===== config.mk =====
export PLATFORM = sky130hd
export DESIGN_NAME = mul_share_arbiter
export DESIGN_NICKNAME = d
export VERILOG_FILES = /design/src/rtl/mul_share_arbiter_pkg.sv /design/src/rtl/mul_share_arbiter_rr_pick.sv /design/src/rtl/multiplier_async.sv /design/src/rtl/mul_share_arbiter.sv
export SDC_FILE = /design/constraint.sdc
export NUM_CORES = 2
export LEC_CHECK = 0
export CAP_MARGIN = 20
export CORE_AREA = 5 5 345 347
export CTS_BUF_LIST = sky130_fd_sc_hd__clkbuf_16
export DETAILED_ROUTE_END_ITERATION = 12
export DIE_AREA = 0 0 350 352
export HOLD_SLACK_MARGIN = 0.06
export PLACE_DENSITY = 0.52
export SETUP_SLACK_MARGIN = 0.4
export SLEW_MARGIN = 25
export SYNTH_ARGS = -nofsm -noshare
export SYNTH_HDL_FRONTEND = slang
export SYNTH_SLANG_ARGS = --single-unit

===== constraint.sdc =====
create_clock -name clk -period 9.2 [get_ports clk]
set_input_delay 1.38 -clock clk [delete_from_list [all_inputs] [get_ports clk]]
set_output_delay 1.38 -clock clk [all_outputs]
set_load 0.1 [all_outputs]

===== src/rtl/mul_share_arbiter_pkg.sv =====
// Shared types and constants for the multiplier-sharing arbiter.
// State encoding, default sizing and result width used by every file in the slice.
package mul_share_arbiter_pkg;

  typedef enum logic {
    ST_IDLE = 1'b0,
    ST_BUSY = 1'b1
  } state_t;

  localparam int DEF_NREQ = 4;
  localparam int DEF_LAT  = 2;
  localparam int RES_W    = 64;

endpackage


===== src/rtl/mul_share_arbiter_rr_pick.sv =====
// Combinational round-robin picker: the first set request at or after ptr,
// wrapping modulo NREQ.
module rr_pick
  import mul_share_arbiter_pkg::*;
#(
  parameter int NREQ = DEF_NREQ,
  localparam int IW  = $clog2(NREQ)
) (
  input  logic [NREQ-1:0] req,
  input  logic [IW-1:0]   ptr,
  output logic            valid,
  output logic [IW-1:0]   winner,
  output logic [NREQ-1:0] onehot
);

  logic [IW-1:0] w_idx;

  // Walk offsets from farthest to nearest so the requester closest to ptr wins.
  always_comb begin
    valid  = 1'b0;
    winner = '0;
    w_idx  = '0;
    for (int k = NREQ - 1; k >= 0; k--) begin
      w_idx = IW'((int'(ptr) + k) % NREQ);
      if (req[w_idx]) begin
        valid  = 1'b1;
        winner = w_idx;
      end
    end
    onehot = valid ? (NREQ'(1) << winner) : '0;
  end

endmodule


===== src/rtl/multiplier_async.sv =====
// Shared 32x32 unsigned combinational multiplier; the full 64-bit product settles
// within the arbiter's LAT cycles.
module multiplier_async (
  input  logic [31:0] a,
  input  logic [31:0] b,
  output logic [63:0] p
);

  assign p = {32'b0, a} * {32'b0, b};

endmodule


===== src/rtl/mul_share_arbiter.sv =====
// Round-robin sharing of one 32x32 multiplier among NREQ requesters, with one
// operation in flight at a time.
module mul_share_arbiter
  import mul_share_arbiter_pkg::*;
#(
  parameter int NREQ = DEF_NREQ,
  parameter int LAT  = DEF_LAT,
  localparam int IW  = $clog2(NREQ)
) (
  input  logic              clk,
  input  logic              rst,
  input  logic [NREQ-1:0]   req,
  input  logic [NREQ*32-1:0] op_a,
  input  logic [NREQ*32-1:0] op_b,
  output logic [NREQ-1:0]   gnt,
  output logic [NREQ-1:0]   done,
  output logic [RES_W-1:0]  result,
  output logic [IW-1:0]     owner,
  output logic              busy
);

  localparam int CW = (LAT > 1) ? $clog2(LAT) : 1;

  state_t           r_state;
  logic [IW-1:0]    r_ptr;
  logic [IW-1:0]    r_owner;
  logic [CW-1:0]    r_cnt;
  logic [31:0]      r_a;
  logic [31:0]      r_b;
  logic [NREQ-1:0]  r_gnt;
  logic [NREQ-1:0]  r_done;
  logic [RES_W-1:0] r_result;

  logic             w_valid;
  logic [IW-1:0]    w_winner;
  logic [NREQ-1:0]  w_onehot;
  logic [63:0]      w_prod;
  logic [31:0]      w_a_arr [NREQ];
  logic [31:0]      w_b_arr [NREQ];

  for (genvar gi = 0; gi < NREQ; gi++) begin : g_unpack
    assign w_a_arr[gi] = op_a[gi*32 +: 32];
    assign w_b_arr[gi] = op_b[gi*32 +: 32];
  end

  rr_pick #(.NREQ(NREQ)) u_pick (
    .req    (req),
    .ptr    (r_ptr),
    .valid  (w_valid),
    .winner (w_winner),
    .onehot (w_onehot)
  );

  multiplier_async u_mul (
    .a (r_a),
    .b (r_b),
    .p (w_prod)
  );

  always_ff @(posedge clk) begin
    if (!rst) begin
      r_state  <= ST_IDLE;
      r_ptr    <= '0;
      r_owner  <= '0;
      r_cnt    <= '0;
      r_a      <= '0;
      r_b      <= '0;
      r_gnt    <= '0;
      r_done   <= '0;
      r_result <= '0;
    end else begin
      r_gnt  <= '0;
      r_done <= '0;
      case (r_state)
        ST_IDLE: begin
          if (w_valid) begin
            r_gnt   <= w_onehot;
            r_owner <= w_winner;
            r_a     <= w_a_arr[w_winner];
            r_b     <= w_b_arr[w_winner];
            r_cnt   <= CW'(LAT - 1);
            r_ptr   <= (w_winner == IW'(NREQ - 1)) ? '0 : w_winner + 1'b1;
            r_state <= ST_BUSY;
          end
        end
        ST_BUSY: begin
          // The product has settled once the countdown reaches zero.
          if (r_cnt != '0) begin
            r_cnt <= r_cnt - 1'b1;
          end else begin
            r_result <= w_prod;
            r_done   <= NREQ'(1) << r_owner;
            r_state  <= ST_IDLE;
          end
        end
      endcase
    end
  end

  assign gnt    = r_gnt;
  assign done   = r_done;
  assign result = r_result;
  assign owner  = r_owner;
  assign busy   = (r_state == ST_BUSY);

endmodule


==> run summary <==
Status: finished clean
Hold path depth: 2
Global-route wire length before repair: 205000 um
Slew headroom: 29.7%
Comb power frac: 81.7%
Switching Fraction: 58.9%
Core area: 116000 sq um
Worst Hold Class: reg -> reg
Routed Antenna Nets: 0
Root Buffer: clkbuf_16
Clock network power share: 7.7%
Seq/Total Area, Yosys: 7.10%
Final count of negative-setup-slack endpoints: 0
Leakage: 21.8 nW
Fin Setup TNS: 0 ns
Area of the multi-input gates: 32800 sq um
Synth unique cells: 74
RR Startpoint: r_b[12]
Sequential Power Share: 10.7%
# Post-CTS Setup Buffers: 0
Cell-internal power: 4.02 mW
Largest net degree at the start of global routing: 82
Final worst path period need: 8.43 ns
VDD IR max: 0.000250 V
Register area: 2870 sq um
Initial antenna violation count: 5
Worst EP required: 9.56 ns
Crit path kind: reg -> reg
Achievable frequency: 119 MHz
RSZ-0062 raised after global routing: false
Setup crit end kind: flop
Post-synth ARST share: 0%
Critical Path Max Stage Delay: 0.88 ns
Psw: 5.75 mW
Critical path, cell by cell: buf_4 -> and2_1 -> fa_1 -> fa_1 -> inv_1 -> fa_1 -> fa_1 -> inv_1 -> fa_1 -> fa_1 -> fa_1 -> fa_1 -> ha_1 -> a21o_1 -> a211oi_1 -> a21boi_0 -> a311oi_1 -> a311oi_1 -> buf_4 -> o21ai_2 -> a211oi_2 -> xor2_1 -> o21ai_0
CP startpoint kind: flop
Worst R2R Path Depth: 23
Fillers: 11800
Clock Latency Late Sink: 0.50 ns
FF-to-FF setup slack: 0.77 ns
Period Utilization, post-route: 91.6%
# DRC: 0
GR Util All Layers: 21.8%
Die width: 350 um
Cell Rows: 125
DIE HEIGHT: 352 um
Worst path most repeated cell: fa_1
Crit path buffers/inverters: 4
EDFF count, synth: 0
Max cap viols: 0
Family with the most delay on the worst path: adder cells
Crit path max fanout: 20
Synth Cell Area: 40000 sq um
Hold_ws: 0.452 ns
Synthesis-to-finish area growth: 13.8%
Vias after detailed routing: 31100
Worst Hold Endpoint: result[39]
Slew Viols, Final: 0
Initial DRC Count: 1436
Yosys warns: 0
Ports: 337
Initial core utilization: 34.6%
WP data arrival: 8.78 ns
Main synth FF type: dfxtp_1
Dpl hpwl: 108000 um
Cells after Synth: 4590
Share of post-route cells with drive strength above 1: 4.03%
Setup Skew: 0.0148 ns
Capturing point of the worst reg2reg path: result[61]
Number of detailed-route iterations in the first pass: 6
Vias per std cell: 4.94
PortBufs: 336
Nets@finish: 6174
Min-delay src: result[39]
H-tree Lvls: 4
GP Congestion: 0.898
Global route overflow: 0
Slew @ Worst Pin: 1.05 ns
Avg Cell Area, Syn: 8.72 sq um
Pwr Density: 214 nW/um^2
TritonCTS clock tree: done
Critical path's slowest cell: dfxtp_1
Synth Net Count: 6012
Final Hold Viols: 0
Die area: 123000 sq um
Clk slew on worst S/H paths: 0.07 ns
Routed wire length: 133000 um
Max Root-Sink Buffers: 2
Clock Sinks: 142
CTS buffer count: 17
Worst Setup SP: r_b[12]
Hold Buf Count CTS: 0
Vias in the first global route: 34100
ANT cells: 0
WL/cell: 21.1 um
Synth Register Bits: 142
## power by group through the flow
stage               registers, mW  clock network [mW]  logic, mW
global route                 1.07               0.794       8.82
floorplan                    1.25                   0       5.11
detailed placement           1.05                   0       8.12
CTS                          1.04               0.777       8.17
finish                       1.04               0.748       7.98
global placement             1.05                   0       8.10
## synthesized netlist by cell type (4+ instances only)
| cell type | n | share of area, % |
|---|---|---|
| o211ai_1 | 9 | 0.17 |
| buf_2 | 8 | 0.10 |
| xnor2_1 | 34 | 0.74 |
| o221ai_1 | 4 | 0.087 |
| nor2_1 | 37 | 0.35 |
| xor2_1 | 26 | 0.57 |
| o21a_1 | 4 | 0.075 |
| a21boi_0 | 6 | 0.11 |
| a21oi_1 | 141 | 1.8 |
| fa_1 | 896 | 45 |
| nand4_1 | 9 | 0.14 |
| o21ai_1 | 13 | 0.16 |
| o22ai_1 | 4 | 0.062 |
| ha_1 | 264 | 8.3 |
| nand3_1 | 25 | 0.31 |
| and3_1 | 71 | 1.1 |
| a21oi_2 | 4 | 0.087 |
| a211oi_1 | 10 | 0.19 |
| clkbuf_1 | 276 | 2.6 |
| a22o_1 | 8 | 0.18 |
| nand2_1 | 782 | 7.3 |
| nor2b_1 | 71 | 1.1 |
| or2_2 | 4 | 0.062 |
| nor3_1 | 7 | 0.087 |
| o21bai_1 | 8 | 0.15 |
| a31oi_1 | 8 | 0.13 |
| a311oi_1 | 67 | 1.5 |
| and2_1 | 603 | 9.4 |
| inv_1 | 871 | 8.2 |
| dfxtp_1 | 142 | 7.1 |
| a21o_1 | 27 | 0.51 |
| o21ai_0 | 83 | 1.0 |
## tightest hold or removal path: stages, from the launching register on
cell and delay [ns]:
dfxtp_1 0.31, nand2_1 0.05, o21ai_1 0.05
## kinds of logic after synthesis
group / Yosys count / synth area share (%)
and+or+nand+nor: 1627 / 20.3
buffers and inverters: 1166 / 11.1
adders and majority gates: 1160 / 53.0
AOI/OAI and AO/OA: 432 / 7.14
DFF: 142 / 7.10
xor gates and xnor gates: 60 / 1.31
muxes: 3 / 0.0781
## placed cells by master, fill, tap and decap left out, types with 27 or more instances in the layout
cell type and n:
a21o_1 27, a21oi_1 141, a311oi_1 65, and2_1 603
and3_1 71, buf_4 100, clkdlybuf4s50_1 335, dfxtp_1 124
fa_1 896, ha_1 264, inv_1 871, nand2_1 782
nor2_1 37, nor2b_1 71, o21ai_0 83, xnor2_1 34
## state kept, by name, summed over array words and instances (netlist names)
| signal | count |
|---|---|
| done | 4 |
| owner | 2 |
| gnt | 4 |
| r_b | 32 |
| r_cnt | 1 |
| r_a | 32 |
| busy | 1 |
| r_ptr | 2 |
| result | 64 |
## how the worst max path moves through the flow
stage	end	slack, ns	depth (start not counted)
after floorplan	result[60]	2.23	24
after global placement	result[61]	0.77	24
after detailed placement	result[61]	0.85	22
after CTS	result[61]	0.81	22
after global routing	result[61]	0.43	24
final	result[61]	0.77	23
## through the flow
| stage | instance area (sq um) | instances | setup slack [ns] | power [mW] | utilization (%) |
|---|---|---|---|---|---|
| 4_1_cts | 45600 | 6288 | 0.807 | 9.98 | 39.4 |
| 6_report | 45600 | 6288 | 0.774 | 9.77 | 39.4 |
| 3_3_place_gp | 45000 | 6257 | 0.765 | 9.15 | 38.9 |
| 3_5_place_dp | 45000 | 6257 | 0.851 | 9.18 | 38.9 |
| 5_1_grt | 45600 | 6288 | 0.426 | 10.7 | 39.4 |
| 2_1_floorplan | 40000 | 4590 | 2.23 | 6.36 | - |
## final cells by class
type,count,area share [%]
clock inverter,14,0.349
multi-input combinational,3282,72.0
inverter,872,7.19
timing repair buffer,437,9.06
clock buffer,17,0.933
sequential,142,6.29
tap,1524,4.18
## per-layer routing
layer / GRT usage [%] / part of all wire [%] / vias to the layer above
met4: 6.36 / 3.0 / 0
met5: 0 / 0 / -
met1: 27.2 / 41 / 16000
met3: 3.47 / 5.2 / 137
met2: 39.0 / 51 / 837
li1: - / - / 14100
## repair_timing
item                                    4_1_cts  5_1_grt
endpoints found under the hold margin         0        0
gates resized for setup                       0        1
endpoints found under the setup margin        0        1
Note: power is estimated with default switching activity, not from simulation.
